`config.mk`:
```
export PLATFORM = sky130hd
export DESIGN_NAME = mc_request_queue_flat
export DESIGN_NICKNAME = d
export VERILOG_FILES = /design/src/rtl/mc_pkg.sv /design/src/rtl/mc_request_queue_if.sv /design/src/rtl/mc_sync_fifo.sv /design/src/rtl/mc_request_queue.sv /design/src/flat_wrapper.sv
export SDC_FILE = /design/constraint.sdc
export NUM_CORES = 2
export LEC_CHECK = 0
export ABC_AREA = 1
export CAP_MARGIN = 10
export CORE_UTILIZATION = 47
export DETAILED_ROUTE_END_ITERATION = 10
export PLACE_DENSITY_LB_ADDON = 0.1
export SLEW_MARGIN = 30
export SYNTH_ARGS = -nofsm -noshare
export SYNTH_HDL_FRONTEND = slang
export SYNTH_SLANG_ARGS = --single-unit
export TNS_END_PERCENT = 10
```
`constraint.sdc`:
```
create_clock -name clk -period 5.2 [get_ports clk]
set_clock_uncertainty 0.2 [all_clocks]
set_input_delay 1.04 -clock clk [delete_from_list [all_inputs] [get_ports clk]]
set_output_delay 1.04 -clock clk [all_outputs]
set_load 0.005 [all_outputs]
```
`src/rtl/mc_pkg.sv`:
```
// Shared types for the memory-controller request front end.
// Opcodes, staging states and the default request bundle.
package mc_pkg;

    localparam int MC_ADDR_W = 36;
    localparam int MC_OP_W   = 2;
    localparam int MC_TIME_W = 32;

    typedef enum logic [1:0] {
        READ    = 2'd0,
        WRITE   = 2'd1,
        IFETCH  = 2'd2,
        ILLEGAL = 2'd3
    } memop_e;

    typedef enum logic [1:0] {
        IDLE,
        WAIT,
        STALL
    } stage_state_e;

    typedef struct packed {
        logic [MC_TIME_W-1:0] stamp;
        memop_e               op;
        logic [MC_ADDR_W-1:0] addr;
    } mc_req_t;

endpackage

```
`src/rtl/mc_request_queue_if.sv`:
```
// Request-in / request-out handshake bundle of the queue.
// master drives requests and pops; slave is the queue.
interface mc_request_queue_if #(
    parameter int ADDR_WIDTH  = 36,
    parameter int MEMOP_WIDTH = 2,
    parameter int TIME_WIDTH  = 32
);

    logic                   in_valid;
    logic                   in_ready;
    logic [TIME_WIDTH-1:0]  in_time;
    logic [MEMOP_WIDTH-1:0] in_op;
    logic [ADDR_WIDTH-1:0]  in_addr;

    logic                   out_valid;
    logic                   out_ready;
    logic [TIME_WIDTH-1:0]  out_time;
    logic [MEMOP_WIDTH-1:0] out_op;
    logic [ADDR_WIDTH-1:0]  out_addr;

    modport master (
        output in_valid, in_time, in_op, in_addr, out_ready,
        input  in_ready, out_valid, out_time, out_op, out_addr
    );

    modport slave (
        input  in_valid, in_time, in_op, in_addr, out_ready,
        output in_ready, out_valid, out_time, out_op, out_addr
    );

endinterface

```
`src/rtl/mc_sync_fifo.sv`:
```
// Show-ahead synchronous FIFO modelling the controller input queue.
// Full comes from the registered count, so a pop never frees a slot early.
module mc_sync_fifo #(
    parameter int WIDTH = 8,
    parameter int DEPTH = 16,
    localparam int AW   = $clog2(DEPTH)
) (
    input  logic             clk,
    input  logic             rst_n,
    input  logic             push,
    input  logic             pop,
    input  logic [WIDTH-1:0] wdata,
    output logic [WIDTH-1:0] rdata,
    output logic             full,
    output logic             empty,
    output logic [AW:0]      count
);

    logic [WIDTH-1:0] mem [DEPTH];
    logic [AW-1:0]    wr_ptr;
    logic [AW-1:0]    rd_ptr;
    logic             do_push;
    logic             do_pop;

    assign full    = (count == (AW+1)'(DEPTH));
    assign empty   = (count == '0);
    assign do_push = push && !full;
    assign do_pop  = pop && !empty;
    assign rdata   = empty ? '0 : mem[rd_ptr];

    // Storage write; contents are masked while empty.
    always_ff @(posedge clk) begin
        if (do_push) begin
            mem[wr_ptr] <= wdata;
        end
    end

    // Pointers wrap naturally at the power-of-two depth.
    always_ff @(posedge clk or negedge rst_n) begin
        if (!rst_n) begin
            wr_ptr <= '0;
            rd_ptr <= '0;
            count  <= '0;
        end else begin
            if (do_push) wr_ptr <= wr_ptr + 1'b1;
            if (do_pop)  rd_ptr <= rd_ptr + 1'b1;
            unique case ({do_push, do_pop})
                2'b10:   count <= count + 1'b1;
                2'b01:   count <= count - 1'b1;
                default: count <= count;
            endcase
        end
    end

endmodule

```
`src/rtl/mc_request_queue.sv`:
```
// Time-gated staging of trace requests into the controller queue.
// Holds one request until the cycle counter reaches its stamp.
module mc_request_queue
    import mc_pkg::*;
#(
    parameter int ADDR_WIDTH   = 36,
    parameter int MEMOP_WIDTH  = 2,
    parameter int TIME_WIDTH   = 32,
    parameter int IN_BUFF_CT   = 16,
    parameter int FAST_FORWARD = 1,
    localparam int CW          = $clog2(IN_BUFF_CT) + 1
) (
    input  logic                  clk,
    input  logic                  rst_n,
    mc_request_queue_if.slave     bus,
    output logic [TIME_WIDTH-1:0] cycle_now,
    output logic [CW-1:0]         occupancy,
    output logic                  err_time_order,
    output logic                  err_illegal_op
);

    typedef struct packed {
        logic [TIME_WIDTH-1:0]  stamp;
        logic [MEMOP_WIDTH-1:0] op;
        logic [ADDR_WIDTH-1:0]  addr;
    } req_t;

    stage_state_e          state;
    req_t                  stg;
    req_t                  head;
    logic [TIME_WIDTH-1:0] last_time;
    logic                  full;
    logic                  empty;
    logic                  reached;
    logic                  push;
    logic                  pop;
    logic                  in_fire;
    logic                  illegal;

    assign reached = (cycle_now >= stg.stamp);
    assign push    = !full && ((state == WAIT && reached) || state == STALL);
    assign pop     = bus.out_valid && bus.out_ready;
    assign in_fire = bus.in_valid && (state == IDLE);
    assign illegal = (bus.in_op == MEMOP_WIDTH'(ILLEGAL));

    assign bus.in_ready  = (state == IDLE);
    assign bus.out_valid = !empty;
    assign bus.out_time  = head.stamp;
    assign bus.out_op    = head.op;
    assign bus.out_addr  = head.addr;

    mc_sync_fifo #(
        .WIDTH ($bits(req_t)),
        .DEPTH (IN_BUFF_CT)
    ) u_fifo (
        .clk   (clk),
        .rst_n (rst_n),
        .push  (push),
        .pop   (pop),
        .wdata (stg),
        .rdata (head),
        .full  (full),
        .empty (empty),
        .count (occupancy)
    );

    // Staging FSM: capture, wait for the stamp, stall on a full queue.
    always_ff @(posedge clk or negedge rst_n) begin
        if (!rst_n) begin
            state          <= IDLE;
            stg            <= '0;
            last_time      <= '0;
            err_time_order <= 1'b0;
            err_illegal_op <= 1'b0;
        end else begin
            err_time_order <= 1'b0;
            err_illegal_op <= 1'b0;
            unique case (state)
                IDLE: begin
                    if (in_fire && illegal) begin
                        err_illegal_op <= 1'b1;
                    end else if (in_fire) begin
                        stg            <= '{bus.in_time, bus.in_op, bus.in_addr};
                        last_time      <= bus.in_time;
                        err_time_order <= (bus.in_time < last_time);
                        state          <= WAIT;
                    end
                end
                WAIT: begin
                    if (reached) state <= full ? STALL : IDLE;
                end
                STALL: begin
                    if (!full) state <= IDLE;
                end
                default: state <= IDLE;
            endcase
        end
    end

    // Cycle counter; jumps to the stamp when nothing is queued.
    always_ff @(posedge clk or negedge rst_n) begin
        if (!rst_n) begin
            cycle_now <= '0;
        end else if (FAST_FORWARD != 0 && state == WAIT &&
                     occupancy == '0 && !reached) begin
            cycle_now <= stg.stamp;
        end else if (cycle_now != '1) begin
            cycle_now <= cycle_now + 1'b1;
        end
    end

endmodule

```
`src/flat_wrapper.sv`:
```
// flat-port wrapper written by rule: the top's interface ports become plain ports
module mc_request_queue_flat import mc_pkg::*;
#(
    parameter int ADDR_WIDTH   = 36,
    parameter int MEMOP_WIDTH  = 2,
    parameter int TIME_WIDTH   = 32,
    parameter int IN_BUFF_CT   = 16,
    parameter int FAST_FORWARD = 1,
    localparam int CW          = $clog2(IN_BUFF_CT) + 1
)
  (clk, rst_n, cycle_now, occupancy, err_time_order, err_illegal_op, bus_in_valid, bus_in_time, bus_in_op, bus_in_addr, bus_out_ready, bus_in_ready, bus_out_valid, bus_out_time, bus_out_op, bus_out_addr);
  mc_request_queue_if #(.ADDR_WIDTH(ADDR_WIDTH), .MEMOP_WIDTH(MEMOP_WIDTH), .TIME_WIDTH(TIME_WIDTH)) bus_i ();
  input  logic clk;
  input  logic rst_n;
  output logic [TIME_WIDTH-1:0] cycle_now;
  output logic [CW-1:0] occupancy;
  output logic err_time_order;
  output logic err_illegal_op;
  input wire logic [$bits(bus_i.in_valid)-1:0] bus_in_valid;
  input wire logic [$bits(bus_i.in_time)-1:0] bus_in_time;
  input wire logic [$bits(bus_i.in_op)-1:0] bus_in_op;
  input wire logic [$bits(bus_i.in_addr)-1:0] bus_in_addr;
  input wire logic [$bits(bus_i.out_ready)-1:0] bus_out_ready;
  output wire logic [$bits(bus_i.in_ready)-1:0] bus_in_ready;
  output wire logic [$bits(bus_i.out_valid)-1:0] bus_out_valid;
  output wire logic [$bits(bus_i.out_time)-1:0] bus_out_time;
  output wire logic [$bits(bus_i.out_op)-1:0] bus_out_op;
  output wire logic [$bits(bus_i.out_addr)-1:0] bus_out_addr;
  assign bus_i.in_valid = bus_in_valid;
  assign bus_i.in_time = bus_in_time;
  assign bus_i.in_op = bus_in_op;
  assign bus_i.in_addr = bus_in_addr;
  assign bus_i.out_ready = bus_out_ready;
  assign bus_in_ready = bus_i.in_ready;
  assign bus_out_valid = bus_i.out_valid;
  assign bus_out_time = bus_i.out_time;
  assign bus_out_op = bus_i.out_op;
  assign bus_out_addr = bus_i.out_addr;
  mc_request_queue #(.ADDR_WIDTH(ADDR_WIDTH), .MEMOP_WIDTH(MEMOP_WIDTH), .TIME_WIDTH(TIME_WIDTH), .IN_BUFF_CT(IN_BUFF_CT), .FAST_FORWARD(FAST_FORWARD)) u_core (.clk(clk), .rst_n(rst_n), .bus(bus_i), .cycle_now(cycle_now), .occupancy(occupancy), .err_time_order(err_time_order), .err_illegal_op(err_illegal_op));
endmodule
```
### Yosys cells after proc, flatten, opt, wreduce, memory -nomap -nowiden

Memories as Yosys holds them, arrays and structs flattened.
Cells that the tools add are included.

* add/sub/neg operators: 5
* magnitude comparators: 2
* equal/unequal tests: 11
* muxes and demuxes: 17
* bitwise logic cells: 1
* reduce and logical (&&, ||, !) cells: 19

Operators with widths (count)
* 2-to-1 mux 70 bit: 1
* 2-to-1 mux 32 bit: 2
* adder 32 x 1 -> 32 bit, second input constant: 1
* >= comparator 32 bit: 1
* < comparator 32 bit: 1
* != test 32 bit, second input constant: 1
* 2-to-1 mux 2 bit: 5
* case mux 5 bit (2 select lines): 1
* logical AND 1 bit: 9
* adder 4 x 1 -> 4 bit, second input constant: 2
* 2-to-1 mux 1 bit: 7
* == test 2 bit, second input constant: 3
* case mux 2 bit (3 select lines): 1
* adder 5 x 1 -> 5 bit, second input constant: 1
* == test 5 bit, second input constant: 1
* zero test 5 bit: 1
* subtractor 5 x 1 -> 5 bit, second input constant: 1
* == test 2 x 1 -> 1 bit, second input constant: 2
* != test 2 x 1 -> 1 bit, second input constant: 2
* != test 2 bit, second input constant: 2
* AND reduction 4 bit: 1
* nonzero test 2 bit: 2
* zero test 1 bit: 3
* AND reduction 3 bit: 1
* 3 further kinds: 3

* flip-flop bits (word level): 119
* bits in writable memories: 1120
* logic and storage cells: 66
* memories: 1

Memory list
* u_core.u_fifo.mem: words 16, width 70, rd ports 1, clocked after memory_dff 0, wr ports 1, line mc_sync_fifo.sv:19 `logic [WIDTH-1:0] mem [DEPTH];`

### Depth between registers and ports, before layout

* depth in word-level cells: 7
* gate-level depth with buffers: 27

### By module

Synthesis repeated with hierarchy kept, for this count alone.

* cell total of the unflattened synthesis: 5258
* area total of the unflattened synthesis: 54528.5 um2

Modules (own cells, without submodules)
* mc_sync_fifo: instances 1, cells an instance 4489, area each 47997.3 um2, sequential area each 33957.6 um2
* mc_request_queue: instances 1, cells an instance 769, area each 6531.3 um2, sequential area each 2652.5 um2

### Worst setup path after synthesis

No wires, ideal clock.

* path kind: register -> register
* from: register u_core.stg[45] (netlist bit)
* to: memory u_core.u_fifo.mem[10][0] (netlist bit), enable pin
* library setup time: 0.499 ns
* data arrival time: 4.867 ns
* slack: -0.366 ns
* stages on the path, launching flop included: 18
* buffers on the path: 1
* period minus slack after synthesis: 5.566 ns
* cells stage by stage: dfrtp_1 inv_1 ha_1 nand2_1 nor2_1 nand2_1 nand2_1 nor2_1 nand2_1 nand2_1 nand2_1 nand2_2 nand2_1 nand2_1 nand2_4 nand2_4 buf_6 nor2_1

* word-level cells in the longest chain between the ends: 7

Ends and longest elaborated chain
* from (decl): line mc_request_queue.sv:29 `req_t stg;`
* from (signal assigned): line mc_request_queue.sv:83 `stg <= '{bus.in_time, bus.in_op, bus.in_addr};`
* >= comparator 32 bit: line mc_request_queue.sv:40 `assign reached = (cycle_now >= stg.stamp);`
* logical AND 1 bit: line mc_request_queue.sv:41 `assign push = !full && ((state == WAIT && reached) || state == STALL);`
* logical OR 1 bit: line mc_request_queue.sv:41
* logical AND 1 bit: line mc_request_queue.sv:41
* logical AND 1 bit: line mc_sync_fifo.sv:27 `assign do_push = push && !full;`
* 2-to-1 mux 1 bit: line mc_sync_fifo.sv:33 `if (do_push) begin`
* 2-to-1 mux 1 bit (implied by the code): line mc_sync_fifo.sv:34 `mem[wr_ptr] <= wdata;`
* to (decl): line mc_sync_fifo.sv:19

No other way between the ends.

### Worst setup path after layout

* from: register u_core.u_fifo.rd_ptr[0]
* to: output bus_out_addr[23]

* word-level cells in the longest chain between the ends: 2

Ends and longest elaborated chain
* from (decl): line mc_sync_fifo.sv:21 `logic [AW-1:0] rd_ptr;`
* from (signal assigned): line mc_sync_fifo.sv:46 `if (do_pop) rd_ptr <= rd_ptr + 1'b1;`
* memory read (16 x 70 bit)
* 2-to-1 mux 70 bit: line mc_sync_fifo.sv:29 `assign rdata = empty ? '0 : mem[rd_ptr];`
* to (decl): line flat_wrapper.sv:28 `output wire logic [$bits(bus_i.out_addr)-1:0] bus_out_addr;`

No other way between the ends.

==> out/metrics.yaml <==
outcome: "finished with violations"
violations: "setup timing"
yosysWarnings: 0
synth_nets: 3924
synth_simple_gate_area_frac: 0.0746
synth_mux_area_frac: 0.00848
synth_top_family_by_area: "compound AO/OA/AOI/OAI gates"
grt.total_usage: 0.249
hp-class: "in -> async"
place_hpwl_mm: 68.0
maxCapViolCount: 0
worstSetupEndpointType: "output port"
gp_congestion: 0.814
clockRootBuffer: "clkbuf_16"
leakagePower_uw: 0.0228
layout_commonest_cell: "edfxtp_1"
antenna_found_initial: 0
final_cell_mix: "edfxtp_1 (1120), nor2_1 (634), o21ai_0 (546)"
finalHoldViolCount: 0
place_area_mm2: 0.0543
cp_max_fo: 181
critPathKind: "reg -> out"
io_buffers: 184
ios: 185
clockBufferDepth: 3
holdWs_ns: 0.106
synth-edff-count: 1120
synth_flop_cell: "edfxtp_1"
grt_pass1_wl_mm: 201
final_cells: 5430
vias_per_cell: 5.87
drc_errors: 0
final_util: 0.554
die_x_um: 330
ir_drop_mv: 0.455
place_inst: 5190
fp-row-count: 119
drt_iter0_markers: 2887
rr_worst_depth: 25
syn_inst: 3777
worstPathRequired_ns: 3.96
fmax_mhz: 192
start_util: 0.477
r2r_end: "u_core.u_fifo.count[4]"
cts.htree.levels: 4
r2r_slack_ns: 0.73
drt_wl_total_mm: 135
ant_nets: 0
yosysUniqueCellTypes: 45
worstMarginPinSlew_ns: 0.927
worstPathArrival_ns: 3.97
cts_buffers: 131
avgSynthCellArea_um2: 13.4
fin_crit_sh: 1.00
num_vias: 31900
setup_viol: 1
grt_overflow: 0
clock_sinks: 1239
die_h_um: 330
final_area_mm2: 0.0586
p_per_area_mw_per_mm2: 528
synth_compound_area_frac: 0.136
synth-async-reset-ratio: 0.0960
finalMaxSlewViolations: 0
r2r-start: "u_core.stg[43]"
syn_to_final_growth_pct: 16.2
cts.clk_slew.worst_paths_ns: 0.06
cts_hold_buf: 0
fp.dieArea_mm2: 0.109
period_minus_slack_ns: 5.21
routedWlPerCell_um: 24.8
ys_ff_latch: 1239
firstDrtPassIters: 5
synth_area_mm2: 0.0505
grt_pass1_vias: 31300
setup_ws_ns: -0.00778
fp.coreArea_mm2: 0.106
synth_xor_xnor_area_share: 0.00607
nets: 4079
clk_latency_ns: 0.73
cts_tree: "yes"
slew_headroom: 0.382
total_power_uw: 30900
drive_gt1_frac: 0.0998
cp-start-kind: "flip-flop"
ys_seq_area_frac: 0.725
synth-adder-area-share: 0.0181
grt_max_degree: 182
==> synthesized netlist by cell type, types with 23 or more instances <==
library cell / n / area (um2)
a21oi_1: 140 / 701
inv_1: 82 / 308
ha_1: 73 / 913
dfrtp_1: 119 / 2980
o211ai_1: 102 / 766
o221ai_1: 190 / 1660
o21ai_0: 546 / 2730
buf_4: 31 / 233
nand3_1: 68 / 340
xor2_1: 23 / 201
o22ai_1: 91 / 569
o21ai_1: 28 / 140
buf_2: 45 / 225
nand2_1: 155 / 582
mux2_2: 38 / 428
edfxtp_1: 1120 / 33600
clkbuf_1: 160 / 601
nor2_1: 650 / 2440
==> final cells by class <==
class | instances | area, um2
fill | 8685 | 47200
sequential | 1239 | 36600
multi-input combinational | 2191 | 12400
clock buffer | 181 | 3700
timing repair buffer | 281 | 3180
tap | 1391 | 1740
clock inverter | 58 | 611
inverter | 88 | 363
antenna | 1 | 2.50
==> state kept, by name (all words and copies together), names as in the netlist <==
signal,cells
u_core.err_time_order,1
u_core.u_fifo.wr_ptr,4
u_core.state,2
u_core.u_fifo.mem,1120
u_core.err_illegal_op,1
u_core.stg,70
u_core.cycle_now,32
u_core.u_fifo.rd_ptr,4
u_core.u_fifo.count,5
==> what timing repair did <==
action	in CTS	in global routing
buffers inserted	0	0
gates resized for setup	0	6
endpoints found under the setup margin	0	11
==> logic make-up (layout without fill, tap and decap cells) <==
logic type | after synthesis | count (layout)
compound gates | 1121 | 1121
xor+xnor | 35 | 35
buf+inv | 347 | 608
simple gates | 924 | 924
mux | 38 | 38
flops | 1239 | 1239
other cells | 0 | 1
fa+ha+maj | 73 | 73
==> per-layer routing <==
metal | wire length, um | GRT usage | share of wire
met4 | 2710 | 0.0681 | 0.020
met3 | 8070 | 0.0346 | 0.060
met2 | 64400 | 0.402 | 0.48
met1 | 59700 | 0.353 | 0.44
met5 | 0 | 0 | 0
==> worst max path at each step <==
stage / start / end
after global routing: u_core.u_fifo.rd_ptr[0] / bus_out_addr[22]
after CTS: u_core.u_fifo.rd_ptr[0] / bus_out_time[10]
final: u_core.u_fifo.rd_ptr[0] / bus_out_addr[23]
after floorplan: u_core.stg[45] / u_core.u_fifo.mem[10][0]
after detailed placement: u_core.stg[41] / u_core.u_fifo.count[4]
after global placement: u_core.stg[41] / u_core.u_fifo.count[4]
==> through the flow <==
stage,setup TNS (ns),setup WS [ns]
after floorplan,-349.51,-0.366
after global placement,0,0.770
after detailed placement,0,0.759
after CTS,0,0.0783
after global routing,-0.00708,-0.00708
final,-0.00778,-0.00778
==> where the power goes <==
group,switching [uW],internal [uW],total [uW]
combinational,6200,4030,10200
sequential,484,10900,11400
clock,3840,5500,9340
total,10500,20400,30900
==> worst max-delay path, cell delays in order (launching register included) <==
cell and delay (ns):
dfrtp_4 0.81, buf_16 0.44, o21ai_0 0.20, o22ai_1 0.22, o211ai_1 0.11, a21oi_1 0.48, clkdlybuf4s50_1 0.60
Note: power is estimated with default switching activity, not from simulation.
